<file path="src/rtl/seg_display_arbiter_if.sv">
// seg_display_arbiter_if
//   Bundles the requester side and the display register bus of the
//   seven-segment display arbiter.
//   master : arbiter side (reads requests, drives grants and display bus)
//   slave  : requester/display side (drives requests, observes the rest)
//   req        NREQ      level request per requester, held until gnt
//   req_value  NREQ*16   {PairA,PairB} per requester, requester i at [16*i+15:16*i]
//   req_ctrl   NREQ*8    Control byte per requester, requester i at [8*i+7:8*i]
//   gnt        NREQ      one-cycle completion pulse
//   busy       1         arbiter is not idle
//   owner      IDXW      last granted requester
//   disp_*               display register bus (addr, data, wr, cen, rd)
interface seg_display_arbiter_if #(
  parameter int NREQ = 4,
  parameter int IDXW = 2
);
  logic [NREQ-1:0]    req;
  logic [NREQ*16-1:0] req_value;
  logic [NREQ*8-1:0]  req_ctrl;
  logic [NREQ-1:0]    gnt;
  logic               busy;
  logic [IDXW-1:0]    owner;
  logic [1:0]         disp_addr;
  logic [7:0]         disp_data;
  logic               disp_wr;
  logic               disp_cen;
  logic               disp_rd;

  modport master (
    input  req, req_value, req_ctrl,
    output gnt, busy, owner, disp_addr, disp_data, disp_wr, disp_cen, disp_rd
  );

  modport slave (
    output req, req_value, req_ctrl,
    input  gnt, busy, owner, disp_addr, disp_data, disp_wr, disp_cen, disp_rd
  );
endinterface

</file>
<file path="src/rtl/seg_display_arbiter.sv">
// seg_display_arbiter
//   Round-robin sharing of the four-digit seven-segment display between
//   NREQ requesters. Sole master of the display register bus: writes the
//   Divisor once after reset, then for each granted request writes Control,
//   SegmentPairA and SegmentPairB and pulses gnt for that requester.
//   An optional hold window keeps the current owner on the display.
//   clk : system clock, all state on posedge
//   rst : asynchronous, active-low reset
//   bus : seg_display_arbiter_if.master (requests, grants, display bus)
module seg_display_arbiter #(
  parameter int          NREQ         = 4,
  parameter int          IDXW         = 2,
  parameter logic [7:0]  DIVISOR_INIT = 8'h20,
  parameter logic [15:0] HOLD_CYCLES  = 16'd0
) (
  input logic                   clk,
  input logic                   rst,
  seg_display_arbiter_if.master bus
);

  localparam logic [2:0] S_INIT = 3'd0;
  localparam logic [2:0] S_IDLE = 3'd1;
  localparam logic [2:0] S_CTRL = 3'd2;
  localparam logic [2:0] S_PA   = 3'd3;
  localparam logic [2:0] S_PB   = 3'd4;
  localparam logic [2:0] S_ACK  = 3'd5;

  localparam logic [IDXW:0]   NREQ_W   = (IDXW+1)'(NREQ);
  localparam logic [IDXW-1:0] LAST_IDX = IDXW'(NREQ-1);
  localparam logic [NREQ-1:0] ONE      = NREQ'(1);

  logic [2:0]      state;
  logic [IDXW-1:0] rr_ptr;
  logic [15:0]     hold_cnt;
  logic [7:0]      ctrl_q;
  logic [15:0]     value_q;

  logic [NREQ-1:0] gnt_q;
  logic            busy_q;
  logic [IDXW-1:0] owner_q;
  logic [1:0]      addr_q;
  logic [7:0]      data_q;
  logic            wr_q;

  // Round-robin scan from rr_ptr upward with wrap; during a hold window
  // only the current owner is eligible.
  logic [NREQ-1:0] elig;
  logic            found;
  logic [IDXW-1:0] win;
  logic [IDXW:0]   slot;
  logic [7:0]      sel_ctrl;
  logic [15:0]     sel_value;

  always_comb begin
    elig  = (hold_cnt != '0) ? (bus.req & (ONE << owner_q)) : bus.req;
    found = 1'b0;
    win   = '0;
    slot  = '0;
    for (int unsigned k = 0; k < NREQ; k++) begin
      slot = {1'b0, rr_ptr} + (IDXW+1)'(k);
      if (slot >= NREQ_W) slot = slot - NREQ_W;
      if (!found && elig[slot[IDXW-1:0]]) begin
        found = 1'b1;
        win   = slot[IDXW-1:0];
      end
    end
  end

  always_comb begin
    sel_ctrl  = '0;
    sel_value = '0;
    for (int unsigned i = 0; i < NREQ; i++) begin
      if (IDXW'(i) == win) begin
        sel_ctrl  = bus.req_ctrl[i*8 +: 8];
        sel_value = bus.req_value[i*16 +: 16];
      end
    end
  end

  // Outputs are registered from the current state, so the bus shows each
  // state's write one cycle after the state is entered: arbitration at edge N
  // puts Control on the bus after N+1 and gnt after N+4, while the state
  // register is already back in IDLE and arbitrates again at N+5.
  always_ff @(posedge clk or negedge rst) begin
    if (!rst) begin
      state    <= S_INIT;
      rr_ptr   <= '0;
      hold_cnt <= '0;
      ctrl_q   <= '0;
      value_q  <= '0;
      gnt_q    <= '0;
      busy_q   <= 1'b0;
      owner_q  <= '0;
      addr_q   <= '0;
      data_q   <= '0;
      wr_q     <= 1'b0;
    end else begin
      gnt_q  <= '0;
      wr_q   <= 1'b0;
      busy_q <= (state != S_IDLE);
      case (state)
        S_INIT: begin
          addr_q <= 2'b01;
          data_q <= DIVISOR_INIT;
          wr_q   <= 1'b1;
          state  <= S_IDLE;
        end
        S_IDLE: begin
          if (hold_cnt != '0) hold_cnt <= hold_cnt - 16'd1;
          if (found) begin
            ctrl_q  <= sel_ctrl;
            value_q <= sel_value;
            owner_q <= win;
            rr_ptr  <= (win == LAST_IDX) ? '0 : win + IDXW'(1);
            state   <= S_CTRL;
          end
        end
        S_CTRL: begin
          addr_q <= 2'b00;
          data_q <= ctrl_q;
          wr_q   <= 1'b1;
          state  <= S_PA;
        end
        S_PA: begin
          addr_q <= 2'b10;
          data_q <= value_q[15:8];
          wr_q   <= 1'b1;
          state  <= S_PB;
        end
        S_PB: begin
          addr_q <= 2'b11;
          data_q <= value_q[7:0];
          wr_q   <= 1'b1;
          state  <= S_ACK;
        end
        S_ACK: begin
          gnt_q    <= ONE << owner_q;
          hold_cnt <= HOLD_CYCLES;
          state    <= S_IDLE;
        end
        default: state <= S_INIT;
      endcase
    end
  end

  assign bus.gnt       = gnt_q;
  assign bus.busy      = busy_q;
  assign bus.owner     = owner_q;
  assign bus.disp_addr = addr_q;
  assign bus.disp_data = data_q;
  assign bus.disp_wr   = wr_q;
  assign bus.disp_cen  = wr_q;
  assign bus.disp_rd   = 1'b0;

endmodule
</file>
<file path="src/flat_wrapper.sv">
// flat-port wrapper written by rule: the top's interface ports become plain ports
module seg_display_arbiter_flat 
#(
  parameter int          NREQ         = 4,
  parameter int          IDXW         = 2,
  parameter logic [7:0]  DIVISOR_INIT = 8'h20,
  parameter logic [15:0] HOLD_CYCLES  = 16'd0
)
  (clk, rst, bus_req, bus_req_value, bus_req_ctrl, bus_gnt, bus_busy, bus_owner, bus_disp_addr, bus_disp_data, bus_disp_wr, bus_disp_cen, bus_disp_rd);
  seg_display_arbiter_if #(.NREQ(NREQ), .IDXW(IDXW)) bus_i ();
  input logic clk;
  input logic rst;
  input wire logic [$bits(bus_i.req)-1:0] bus_req;
  input wire logic [$bits(bus_i.req_value)-1:0] bus_req_value;
  input wire logic [$bits(bus_i.req_ctrl)-1:0] bus_req_ctrl;
  output wire logic [$bits(bus_i.gnt)-1:0] bus_gnt;
  output wire logic [$bits(bus_i.busy)-1:0] bus_busy;
  output wire logic [$bits(bus_i.owner)-1:0] bus_owner;
  output wire logic [$bits(bus_i.disp_addr)-1:0] bus_disp_addr;
  output wire logic [$bits(bus_i.disp_data)-1:0] bus_disp_data;
  output wire logic [$bits(bus_i.disp_wr)-1:0] bus_disp_wr;
  output wire logic [$bits(bus_i.disp_cen)-1:0] bus_disp_cen;
  output wire logic [$bits(bus_i.disp_rd)-1:0] bus_disp_rd;
  assign bus_i.req = bus_req;
  assign bus_i.req_value = bus_req_value;
  assign bus_i.req_ctrl = bus_req_ctrl;
  assign bus_gnt = bus_i.gnt;
  assign bus_busy = bus_i.busy;
  assign bus_owner = bus_i.owner;
  assign bus_disp_addr = bus_i.disp_addr;
  assign bus_disp_data = bus_i.disp_data;
  assign bus_disp_wr = bus_i.disp_wr;
  assign bus_disp_cen = bus_i.disp_cen;
  assign bus_disp_rd = bus_i.disp_rd;
  seg_display_arbiter #(.NREQ(NREQ), .IDXW(IDXW), .DIVISOR_INIT(DIVISOR_INIT), .HOLD_CYCLES(HOLD_CYCLES)) u_core (.clk(clk), .rst(rst), .bus(bus_i));
endmodule
</file>
<file path="config.mk">
export PLATFORM = sky130hd
export DESIGN_NAME = seg_display_arbiter_flat
export DESIGN_NICKNAME = d
export VERILOG_FILES = /design/src/rtl/seg_display_arbiter_if.sv /design/src/rtl/seg_display_arbiter.sv /design/src/flat_wrapper.sv
export SDC_FILE = /design/constraint.sdc
export NUM_CORES = 1
export LEC_CHECK = 0
export ABC_AREA = 1
export CAP_MARGIN = 15
export CORE_MARGIN = 5
export CORE_UTILIZATION = 43
export CTS_CLUSTER_SIZE = 12
export DETAILED_ROUTE_END_ITERATION = 16
export PLACE_DENSITY = 0.78
export SYNTH_ARGS = -nofsm -noshare
export SYNTH_HDL_FRONTEND = slang
export SYNTH_SLANG_ARGS = --single-unit
</file>
<file path="constraint.sdc">
create_clock -name clk -period 2.8 [get_ports clk]
set_input_delay 0.42 -clock clk [delete_from_list [all_inputs] [get_ports clk]]
set_output_delay 0.42 -clock clk [all_outputs]
set_load 0.005 [all_outputs]
</file>
* After elaboration in Yosys (flattened, before gate mapping)
Index checks and enable logic that the tools add are counted.
Word-level totals: flip-flop bits (word level) 63, input bits 102, output and inout bits 20, word-level logic and storage cells 95
Cells by class: add/sub/neg operators 9, order comparisons 8, equality and inequality tests 12, shifts and indexed selects 1, muxes and demuxes 38, bitwise logic cells 1, reductions and logical operators 15
Operators with widths (number):
- $mux W16 | 5
- $mux W8 | 4
- $pmux W16 S2 | 1
- $pmux W8 S4 | 1
- $mux W2 | 9
- $reduce_bool A16 Y1 | 1
- $sub A16 B1 Y16 const B | 1
- $pmux W3 S5 | 1
- $lt A2 B3 Y1 const B | 4
- $ge A3 B3 Y1 const B | 3
- $mux W1 | 9
- $bmux W1 S2 | 4
- $mux W4 | 2
- $pmux W2 S4 | 1
- $sub A2 B1 Y2 const B | 4
- $add A2 B2 Y3 const B | 2
- $eq A3 B2 Y1 const B | 2
- $eq A3 B3 Y1 const B | 2
- $and A4 B4 Y4 | 1
- $eq A2 B2 Y1 const A | 2
- $ne A2 B1 Y1 const B | 2
- $reduce_and A2 Y1 | 2
- $reduce_bool A4 Y1 | 1
- $reduce_or A4 Y1 | 1
- 15 further kinds | 19

* Depth between registers and ports, before layout
depth in word-level cells 20, mapped depth 24, mapped depth without buffers 22

* Worst setup path after synthesis
Ideal clock, no wire load.
path kind reg2reg, start register u_core.hold_cnt[0], end register u_core.value_q[10], setup time 0.083 ns, arrival 2.792 ns, required time 2.717 ns, slack -0.075 ns, stages on the path, launching flop included 23, buffers on the path 2, period minus slack after synthesis 2.875 ns, cells stage by stage dfrtp_1 inv_1 ha_1 nand2_1 nor2_1 nand2_2 nand2_2 nand3_1 nand3_1 nand2_2 nand3_4 nor2_4 nor2_1 ha_1 clkbuf_1 inv_1 clkbuf_1 nand3_1 nand2_1 o21ai_0 o21ai_0 nand2_1 o21ai_0
On the way: word-level cells in the longest chain between the ends 19, elaborated cells on any way between the ends 33, those cells by class 3 x eq/ne; 21 x mux; 9 x reduce/logical
Ends and longest elaborated chain:
- start, declared | RTL line seg_display_arbiter.sv:34 | logic [15:0] hold_cnt;
- start signal, assigned | RTL line seg_display_arbiter.sv:109 | if (hold_cnt != '0) hold_cnt <= hold_cnt - 16'd1;
- $reduce_bool A16 Y1 * | RTL line seg_display_arbiter.sv:55 | elig = (hold_cnt != '0) ? (bus.req & (ONE << owner_q)) : bus.req;
- $mux W4 * | RTL line seg_display_arbiter.sv:55
- $bmux W1 S2 | RTL line seg_display_arbiter.sv:62 | if (!found && elig[slot[IDXW-1:0]]) begin
- $mux W1 (not written as such) | RTL line seg_display_arbiter.sv:62
- $mux W1 | RTL line seg_display_arbiter.sv:62
- $logic_not A1 Y1 | RTL line seg_display_arbiter.sv:62
- $logic_and A1 B1 Y1 | RTL line seg_display_arbiter.sv:62
- $mux W1 | RTL line seg_display_arbiter.sv:62
- (+2 left out)
- $mux W1 | RTL line seg_display_arbiter.sv:62
- $logic_not A1 Y1 | RTL line seg_display_arbiter.sv:62
- $logic_and A1 B1 Y1 | RTL line seg_display_arbiter.sv:62
- $mux W2 * | RTL line seg_display_arbiter.sv:62
- via u_core.win[0] | RTL line seg_display_arbiter.sv:49 | logic [IDXW-1:0] win;
- $logic_not A2 Y1 | RTL line seg_display_arbiter.sv:73 | if (IDXW'(i) == win) begin
- $mux W16 (3 in a row) | RTL line seg_display_arbiter.sv:73
- $mux W16 * | RTL line seg_display_arbiter.sv:73
- end signal, assigned | RTL line seg_display_arbiter.sv:112 | value_q <= sel_value;
- end, declared | RTL line seg_display_arbiter.sv:36 | logic [15:0] value_q;
Mark *: on every way through the listed nets, which the timed path passes. The rest lies on a longest branch. The select of a mux whose other input is x is not followed. A chain may end at the register's enable or synchronous reset.

* Final worst setup path
start register u_core.hold_cnt[0], end register u_core.value_q[14]
The elaborated chain is that of the path after synthesis.

==> impl_metrics.ini <==
[detailed_routing]
dr.first_iter.drc_count = 259
routed_wl_um = 13200
dr_total_vias = 4387
drc = 0
dr.pass1.iters = 5
ant_nets = 0
routedWlPerCell_um = 16.2
via_per_inst = 5.39

[final_layout]
drive_gt1_frac = 0.201
diodes = 0
utilization = 0.703
fin_nets = 808
area_delta_synth_final_pct = 58.2

[run]
cap_violations = 0

[clocking]
clk_path_buf_depth = 2
h-tree-depth = 3
numCtsBuffers = 9
clk_pin_slew_ns = 0.07
cts_tree = yes
cts_root_buf = clkbuf_8
clk_latency_ns = 0.34
hold_buffers = 0
clock-sinks = 63

[die]
die_width_um = 105
core_area_um2 = 8760
num_rows = 34
dieHeight_um = 105
dieArea_um2 = 11100
io_pins = 122
initial_core_util = 0.444

[global_route]
antenna_found_initial = 0
grt_use_met1 = 0.271
grt_overflow = 0
grt_max_degree = 49
grt_pass1_wl_um = 20000
grt_pass1_vias = 4281
grt_busiest_layer = met2
grt_use_met3 = 0.0388
grt_use_met2 = 0.370
grt_usage = 0.217

[timing]
setup_ws_ns = -0.0626
fin_skew_ns = 0.00730
fin_crit_ns = 2.86
tightest_slew_ns = 0.716
slew_viol_final = 0
rsz0062_at_grt = yes
setup_viol = 19
min_period_over_period = 1.02
finalHoldViolCount = 0
fmax_ghz = 0.349
timing.max_slew.rel_slack = 0.523

[place]
numPortBuffers = 120
gp_congestion = 0.962
hpwl_um = 9240

[synth]
yosys-top-cells-area = dfrtp_1 (40%), nand2_1 (16%), o21ai_0 (9.0%)
yosys_most_used_dff = dfrtp_1
synthCells = 548
netlist_area_um2 = 3890
synth.cells.most_frequent = nand2_1 (169), o21ai_0 (70), dfrtp_1 (63)
ys_warn_count = 0
yosys.area.top_type_share = 0.405
syn_avg_cell_area_um2 = 7.11
synth-edff-count = 0
async_flop_share = 1.00
syn_nets = 655
ys_ff_latch = 63
synth_most_common_cell = nand2_1
yosys.cell_types.count = 33
yosys.area.top_type = dfrtp_1
ys_seq_area_frac = 0.405

[critical_path]
crit_arrival_ns = 3.08
start_kind = register
crit_type = register to register
critPathMaxFanout = 12
endpoint_kind = register
required_ns = 3.01

[run_status]
status = finished, violations left
violations = negative setup slack

[min_path]
hp-class = input port to async pin
==> path summary, 6_finish.rpt <==
check | from | endpoint | slack [ns] | cells after the start
max in group asynchronous | rst | u_core.value_q[2]$_DFFE_PN0P_ | 2.04 | 2
hold / removal | rst | u_core.bus.gnt[2]$_DFF_PN0_ | 0.13 | 1
min in group clk | u_core.bus.disp_addr[0]$_DFFE_PN0P_ | u_core.bus.disp_addr[0]$_DFFE_PN0P_ | 0.48 | 2
setup / recovery | u_core.hold_cnt[0]$_DFFE_PN0P_ | u_core.value_q[14]$_DFFE_PN0P_ | -0.06 | 22
hold reg to reg | u_core.bus.disp_addr[0]$_DFFE_PN0P_ | u_core.bus.disp_addr[0]$_DFFE_PN0P_ | 0.48 | 2
setup reg to reg | u_core.hold_cnt[0]$_DFFE_PN0P_ | u_core.value_q[14]$_DFFE_PN0P_ | -0.06 | 22
==> placed cells by master, fill, tap and decap left out, types with 2 or more instances in the layout <==
cell type,count
inv_4,2
buf_4,35
nand3_2,11
nor2_4,5
clkdlybuf4s50_1,119
inv_1,37
a21oi_1,26
o22ai_1,2
o21ai_1,31
clkbuf_16,5
nand2_2,7
dfrtp_1,63
o21a_1,3
o2111ai_1,7
clkbuf_1,2
ha_4,4
buf_12,7
nand3_1,39
inv_2,5
xnor2_1,2
nand2_1,165
nor2_1,27
nand4_1,3
a21oi_2,12
nand2_4,9
bufinv_16,2
nand3_4,6
nor3_1,2
clkbuf_8,11
clkinv_2,2
o21ai_0,33
o21ai_2,8
nor2_2,6
==> cells by family after synthesis <==
| logic type | synth area share |
|---|---|
| AOI/OAI and AO/OA | 0.174 |
| xor gates and xnor gates | 0.00675 |
| adders and majority gates | 0.0161 |
| buffers and inverters | 0.0777 |
| DFF | 0.405 |
| other | 0.000963 |
| and+or+nand+nor | 0.320 |
==> routing by layer <==
metal  up-vias  wire length (µm)  part of all wire
li1       2108                 -                 -
met1      2075              5360              0.41
met2       175              6700              0.51
met3        29               766             0.058
met4         0               346             0.026
met5         -                 0                 0
==> worst max-delay path, cell delays in order (launching register included) <==
cell     delay, ns
dfrtp_1       0.39
inv_2         0.08
ha_4          0.15
nand2_4       0.07
nor2_4        0.13
nand2_4       0.10
nand2_4       0.12
nand3_4       0.09
nand3_4       0.11
nand2_4       0.07
buf_4         0.14
nand4_1       0.10
nand3_2       0.11
nand2_4       0.12
inv_2         0.06
ha_4          0.19
buf_12        0.15
a21oi_2       0.09
nand2_1       0.08
o21ai_1       0.11
o21ai_1       0.10
nand2_1       0.09
o21ai_2       0.05
==> flip-flops by register name, summed over array words and instances (netlist names), 3 cells and up <==
name,flops
u_core.value_q,16
u_core.ctrl_q,8
u_core.state,3
u_core.bus.disp_data,8
u_core.bus.gnt,4
u_core.hold_cnt,16
==> area by class of cell <==
class	instances	area, µm²
Clock inverter	3	65.1
Fill cell	696	2600
Sequential cell	63	1580
Inverter	45	175
Multi-Input combinational cell	415	2330
Clock buffer	13	159
Timing Repair Buffer	167	1720
Tap cell	108	135
==> metrics by stage <==
step / setup slack, ns / cell area (µm²) / cells / setup TNS (ns) / hold slack [ns]
6_report: -0.0626 / 6160 / 814 / -0.476 / 0.127
3_5_place_dp: -0.294 / 5470 / 789 / -4.59 / 0.469
4_1_cts: -0.0212 / 5810 / 807 / -0.0299 / 0.147
3_3_place_gp: -0.152 / 5470 / 789 / -1.26 / 0.456
2_1_floorplan: 0.00214 / 3910 / 548 / 0 / 0.124
5_1_grt: -0.252 / 6160 / 814 / -4.70 / 0.185
==> timing repair <==
action	in CTS	in global routing
gates resized for setup	48	64
endpoints found under the hold margin	0	0
cloned	0	5
endpoints found under the setup margin	24	24
buffers inserted	2	2
pin swaps	9	15
Power is not shown: default switching activity piles up to over one toggle a cycle in this logic, so the estimate is an artifact.
